--- config.mk ---
export PLATFORM = sky130hd
export DESIGN_NAME = sparc_tlu_ccrstk
export DESIGN_NICKNAME = d
export VERILOG_FILES = /design/src/rtl/sparc_tlu_ccrstk_pkg.sv /design/src/rtl/sparc_tlu_ccrstk_thr.sv /design/src/rtl/sparc_tlu_ccrstk.sv
export SDC_FILE = /design/constraint.sdc
export NUM_CORES = 1
export LEC_CHECK = 0
export BUFFER_PORTS_ARGS = -buffer_cell sky130_fd_sc_hd__buf_2
export CAP_MARGIN = 20
export CORE_UTILIZATION = 50
export DETAILED_ROUTE_END_ITERATION = 12
export PLACE_DENSITY = 0.68
export SYNTH_ARGS = -nofsm -noshare
export SYNTH_HDL_FRONTEND = slang
export SYNTH_SLANG_ARGS = --single-unit
--- constraint.sdc ---
create_clock -name clk -period 8.6 [get_ports clk]
set_input_delay 0.43 -clock clk [delete_from_list [all_inputs] [get_ports clk]]
set_output_delay 0.43 -clock clk [all_outputs]
set_load 0.05 [all_outputs]
--- src/rtl/sparc_tlu_ccrstk_pkg.sv ---
// Shared TLU constants for the trap-state CCR stack: depth, TL width and CCR layout.
package sparc_tlu_ccrstk_pkg;
    localparam int MAXTL_DEF = 6;
    localparam int TLW_DEF   = 3;
    localparam int NTHR      = 4;
    localparam int CCR_W     = 8;

    // CCR layout as presented by the EXU: {xcc, icc}
    localparam int CCR_XCC_MSB = 7;
    localparam int CCR_XCC_LSB = 4;
    localparam int CCR_ICC_MSB = 3;
    localparam int CCR_ICC_LSB = 0;

    function automatic logic [CCR_W-1:0] ccr_pack(input logic [3:0] xcc, input logic [3:0] icc);
        return {xcc, icc};
    endfunction
endpackage

--- src/rtl/sparc_tlu_ccrstk_thr.sv ---
// One thread's TL counter and CCR stack entries 1..MAXTL with saturating push/pop.
module sparc_tlu_ccrstk_thr
    import sparc_tlu_ccrstk_pkg::*;
#(
    parameter int MAXTL = MAXTL_DEF,
    parameter int TLW   = TLW_DEF
) (
    input  logic             clk,
    input  logic             rst,
    input  logic             push_i,
    input  logic             pop_i,
    input  logic             wr_i,
    input  logic [CCR_W-1:0] push_data_i,
    input  logic [CCR_W-1:0] wr_data_i,
    output logic [TLW-1:0]   tl_o,
    output logic [CCR_W-1:0] top_o,
    output logic             ovf_o,
    output logic             unf_o
);
    logic [TLW-1:0]   tl_q;
    logic [CCR_W-1:0] ent_q [1:MAXTL];
    logic             tl_zero;
    logic             tl_max;
    logic [TLW-1:0]   push_idx;

    assign tl_zero  = (tl_q == '0);
    assign tl_max   = (tl_q == TLW'(MAXTL));
    // At full depth a push overwrites the top instead of growing the stack
    assign push_idx = tl_max ? tl_q : tl_q + 1'b1;

    assign tl_o  = tl_q;
    assign top_o = tl_zero ? '0 : ent_q[tl_q];
    assign ovf_o = push_i && tl_max;
    assign unf_o = pop_i && tl_zero;

    always_ff @(posedge clk or posedge rst) begin
        if (rst) begin
            tl_q <= '0;
            for (int i = 1; i <= MAXTL; i++) ent_q[i] <= '0;
        end else if (push_i) begin
            ent_q[push_idx] <= push_data_i;
            tl_q            <= push_idx;
        end else begin
            // A write and a pop together update the pre-pop top, then drop TL
            if (wr_i && !tl_zero) ent_q[tl_q] <= wr_data_i;
            if (pop_i && !tl_zero) tl_q <= tl_q - 1'b1;
        end
    end
endmodule

--- src/rtl/sparc_tlu_ccrstk.sv ---
// Per-thread TSTATE.CCR stack: trap capture, DONE/RETRY restore to the EXU, WRPR/RDPR access.
module sparc_tlu_ccrstk
    import sparc_tlu_ccrstk_pkg::*;
#(
    parameter int MAXTL = MAXTL_DEF,
    parameter int TLW   = TLW_DEF
) (
    input  logic             clk,
    input  logic             rst,
    input  logic [CCR_W-1:0] exu_tlu_ccr0_w,
    input  logic [CCR_W-1:0] exu_tlu_ccr1_w,
    input  logic [CCR_W-1:0] exu_tlu_ccr2_w,
    input  logic [CCR_W-1:0] exu_tlu_ccr3_w,
    input  logic             trap_vld_w,
    input  logic [1:0]       trap_tid_w,
    input  logic             dnrtry_vld_e,
    input  logic [1:0]       dnrtry_tid_e,
    input  logic             ifu_exu_kill_e,
    input  logic             wrccr_vld_w,
    input  logic [1:0]       wrccr_tid_w,
    input  logic [CCR_W-1:0] wrccr_data_w,
    input  logic [1:0]       rdccr_tid_e,
    output logic             tlu_exu_cwpccr_update_m,
    output logic [CCR_W-1:0] tlu_exu_ccr_m,
    output logic [CCR_W-1:0] tlu_rdccr_m,
    output logic [TLW-1:0]   tlu_tl_thr0,
    output logic [TLW-1:0]   tlu_tl_thr1,
    output logic [TLW-1:0]   tlu_tl_thr2,
    output logic [TLW-1:0]   tlu_tl_thr3,
    output logic             tlu_ccrstk_ovf,
    output logic             tlu_ccrstk_unf
);
    logic [CCR_W-1:0] ccr_w [NTHR];
    logic [CCR_W-1:0] top   [NTHR];
    logic [TLW-1:0]   tl    [NTHR];
    logic [NTHR-1:0]  push, pop, wr, ovf, unf, tl_nz;

    logic             update_d, update_q;
    logic [CCR_W-1:0] ccr_d, ccr_q;
    logic [CCR_W-1:0] rdccr_d, rdccr_q;
    logic             ovf_q, unf_q;

    assign ccr_w[0] = exu_tlu_ccr0_w;
    assign ccr_w[1] = exu_tlu_ccr1_w;
    assign ccr_w[2] = exu_tlu_ccr2_w;
    assign ccr_w[3] = exu_tlu_ccr3_w;

    for (genvar t = 0; t < NTHR; t++) begin : g_thr
        // A trap on the same thread flushes the DONE/RETRY and wins over WRPR
        assign push[t]  = trap_vld_w && (trap_tid_w == 2'(t));
        assign pop[t]   = dnrtry_vld_e && !ifu_exu_kill_e && (dnrtry_tid_e == 2'(t)) && !push[t];
        assign wr[t]    = wrccr_vld_w && (wrccr_tid_w == 2'(t)) && !push[t];
        assign tl_nz[t] = (tl[t] != '0);

        sparc_tlu_ccrstk_thr #(.MAXTL(MAXTL), .TLW(TLW)) u_thr (
            .clk         (clk),
            .rst         (rst),
            .push_i      (push[t]),
            .pop_i       (pop[t]),
            .wr_i        (wr[t]),
            .push_data_i (ccr_w[t]),
            .wr_data_i   (wrccr_data_w),
            .tl_o        (tl[t]),
            .top_o       (top[t]),
            .ovf_o       (ovf[t]),
            .unf_o       (unf[t])
        );
    end

    // Restore data is the pre-write, pre-pop top of the DONE/RETRY thread
    assign update_d = |(pop & tl_nz);
    assign ccr_d    = update_d ? top[dnrtry_tid_e] : ccr_q;
    assign rdccr_d  = top[rdccr_tid_e];

    always_ff @(posedge clk or posedge rst) begin
        if (rst) begin
            update_q <= 1'b0;
            ccr_q    <= '0;
            rdccr_q  <= '0;
            ovf_q    <= 1'b0;
            unf_q    <= 1'b0;
        end else begin
            update_q <= update_d;
            ccr_q    <= ccr_d;
            rdccr_q  <= rdccr_d;
            ovf_q    <= |ovf;
            unf_q    <= |unf;
        end
    end

    assign tlu_exu_cwpccr_update_m = update_q;
    assign tlu_exu_ccr_m           = ccr_q;
    assign tlu_rdccr_m             = rdccr_q;
    assign tlu_ccrstk_ovf          = ovf_q;
    assign tlu_ccrstk_unf          = unf_q;
    assign tlu_tl_thr0             = tl[0];
    assign tlu_tl_thr1             = tl[1];
    assign tlu_tl_thr2             = tl[2];
    assign tlu_tl_thr3             = tl[3];
endmodule
==> flow_summary.yaml <==
floorplanning:
  fp.dieArea_sq_um: 27500
  die_width_um: 166
  die_h_um: 166
  fp.coreArea_sq_um: 26200
  floorplan.rows: 59
  start_util_pct: 51.2
  num_io_pins: 85
timing:
  final_hold_viol_count: 0
  setup_ws_ps: 4880
  final.setup_skew_ps: 14.8
  max_slew.worst_pin.slew_ps: 1090
  max_freq_ghz: 0.269
  final-max-slew-violation-count: 0
  period_needed_ps: 3720
  relSlewSlack_pct: 27.0
  rsz0062_at_grt: "false"
  total_negative_setup_slack_ps: 0
  setup_viol: 0
  fin_crit_sh_pct: 43.3
drt:
  detail_route.vias_per_cell: 6.78
  drc_errors: 7
  totalWireLength_mm: 41.8
  detailedRoute.firstIterationViolations: 1290
  dr_total_vias: 11500
  detail_route.wl_per_cell_um: 24.7
  drt.antenna.violating_nets: 0
  detail_route.first_pass.iterations: 12
synthesis:
  synth_top_area_cell: "dfrtp_1"
  synth_area_per_cell_sq_um: 10.4
  cell_area_after_technology_mapping_sq_um: 13400
  synth_seq_area_share_pct: 41.6
  yosysWarningCount: 0
  synth_async_reset_ratio_pct: 100
  number_of_different_library_cells_in_the_post_synthesis_netlist: 75
  synth_top_cells_by_area: "dfrtp_1 42%, mux2_2 11%, o22ai_1 6.6%, nand2_1 3.6%, a221o_1 3.3%"
  synth.top_cell.area_share_pct: 41.6
  synth_top_flop_cell: "dfrtp_1"
  synth-edff-count: 0
  count_of_state_elements_after_synthesis: 223
  postSynthCellCount: 1296
  syn-num-nets: 1366
setup_path:
  critical_path_arrival_ps: 4140
  reg2reg_depth: 7
  slowest_stage: "dfrtp_1"
  timing.rr.end: "g_thr[2].u_thr.ent_q[11]"
  worstReg2RegStart: "g_thr[2].u_thr.tl_o[1]"
  timing.setup.critical_path_class: "reg2reg"
  crit_path_start_kind: "register"
  setup.reg_to_reg.worst_slack_ps: 4880
  worst_setup_path_end_kind: "register"
  cp.buffers_inverters: 1
  critPathTopFamily: "compound AO/OA/AOI/OAI gates"
  worst-path-max-fanout: 24
  cp_cell_sequence: "inv_1, ha_1, nor2_1, a32o_1, a22oi_1, o22a_1, mux2_2"
  critPathMaxStageDelay_ps: 880
  cp.required_ps: 9020
pwr:
  leakagePower_nw: 6.71
  peakVddDrop_mv: 0.170
  pwr_dens_nw_per_um2: 367
min_path:
  hold_path_end: "g_thr[1].u_thr.ent_q[6]"
  hold_depth: 2
  hp-class: "in2reg"
  hp-start: "exu_tlu_ccr1_w[6]"
status:
  violations: "DRC"
  run_status: "finished, violations left"
global_routing:
  grt_start_max_net_pins: 149
  via_count_of_the_first_global_routing_pass: 11200
  global_route.usage.total_pct: 30.6
  antenna_found_initial: 1
  globalRouteOverflowTotal: 0
  grt_pass1_wl_mm: 66.0
finish:
  final_common_cell: "dfrtp_1"
  layout-area-overhead-vs-synth_pct: 11.2
  stdcell_area_sq_um: 14900
  final_util_pct: 57.0
  layout_common_cells: "223 x dfrtp_1, 142 x o22ai_1, 134 x mux2_2, 129 x nand2_1, 84 x buf_2"
  layout-drive-gt1-share_pct: 23.9
  layout.nets: 1408
placed_design:
  dp.final_hpwl_mm: 28.3
  dp_slack_ps: 4980
  globalplace.congestion: 0.948
  port-buffer-count: 84
  detailed_place.area_sq_um: 14000
clock_network:
  cts_tree: "built"
  post_cts_buffers: 0
  cts_max_level: 1
  worst_setup_hold_path_clk_slew_ps: 60
  clock_insertion_delay_worst_skew_ps: 550
  root_cell_of_the_clock_tree: "clkbuf_16"
  tritoncts_num_sinks: 223
  clock_buffer_depth: 3
  tritoncts.num_buffers: 26
run:
  cap_violations: 0
[registers in the layout, indices dropped and copies added, names as in the netlist]
signal / flops
tlu_exu_ccr_m: 8
g_thr.u_thr.tl_o: 12
tlu_rdccr_m: 8
tlu_ccrstk_ovf: 1
tlu_ccrstk_unf: 1
g_thr.u_thr.ent_q: 192
tlu_exu_cwpccr_update_m: 1
[cell type report]
class,instances,area (sq um)
Timing Repair Buffer,103,606
Clock buffer,33,738
Multi-Input combinational cell,953,7320
Inverter,31,124
Sequential cell,223,5580
Clock inverter,15,134
Antenna cell,1,2.50
Fill cell,2260,11300
Tap cell,335,419
[repair_timing]
item | CTS | global route
hold buffers | 0 | 1
gates resized for setup | 0 | 0
hold endpoints to repair | 0 | 58
[through the flow]
stage	hold slack, ps	cells	total power, W
2_1_floorplan	444	1296	0.00360
3_3_place_gp	461	1641	0.00425
3_5_place_dp	465	1641	0.00430
4_1_cts	140	1689	0.00544
5_1_grt	149	1694	0.00575
6_report	152	1694	0.00547
[layer usage]
layer  vias up  wire length (um)  part of all wire (%)  GRT usage (%)
li1       5064                 -                     -              -
met1      5736             17800                    43           43.4
met2       595             18500                    44           46.3
met3        88              4100                   9.8           6.48
met4         0              1430                   3.4           11.1
met5         -                 0                     0              0
[kinds of logic (layout without fill, tap and decap cells)]
logic type               Yosys count  count (layout)  synth area share (%)
AO/OA/AOI/OAI                    368             368                  20.4
XOR/XNOR                           4               4                 0.261
adder cells (fa/ha/maj)           16              16                  1.49
buffers and inverters            120             182                  3.95
flip-flops                       223             223                  41.6
multiplexers                     222             222                  19.4
other                              0               1                     0
AND/OR/NAND/NOR                  343             343                  12.8
[how the worst max path moves through the flow]
stage / from / to / slack, ps / cells past startpoint
finish: g_thr[2].u_thr.tl_o[1] / g_thr[2].u_thr.ent_q[11] / 4880 / 7
detailed placement: g_thr[2].u_thr.tl_o[1] / g_thr[2].u_thr.ent_q[13] / 4980 / 7
global route: g_thr[2].u_thr.tl_o[1] / g_thr[2].u_thr.ent_q[13] / 4730 / 7
global placement: g_thr[2].u_thr.tl_o[1] / g_thr[2].u_thr.ent_q[10] / 5090 / 7
floorplan: rst / g_thr[0].u_thr.ent_q[0] / 2060 / 1
CTS: g_thr[2].u_thr.tl_o[1] / g_thr[2].u_thr.ent_q[11] / 4970 / 7
[Yosys cell counts (all sizes together), types with 3 or more instances]
cell and number:
clkbuf 45, a31oi 5, nand3 28, o21a 6, and3 4, o21ai 17
ha 16, nand2b 35, mux2i 43, and2 3, a211oi 6, nor2 71
nor4 4, nor4b 5, xnor2 4, nand2 129, a221o 44, or2 3
a221oi 16, dfrtp 223, a21o 10, buf 44, o211ai 4, a32o 19
o22a 20, nor2b 29, nor3 5, a311oi 3, a22o 10, o22ai 143
a22oi 9, o2bb2ai 5, a21oi 33, nor3b 8, nand3b 6, mux4 12
o221ai 5, inv 28, clkinv 3, mux2 167
[power breakdown]
group / total, W / leakage (nW) / switching [W] / internal [W]
Sequential: 0.00174 / 2.96 / 0.000277 / 0.00146
Clock: 0.00113 / 0.436 / 0.000462 / 0.000666
Combinational: 0.00261 / 3.31 / 0.00160 / 0.00100
No activity file was read; power rests on OpenSTA's default activity.
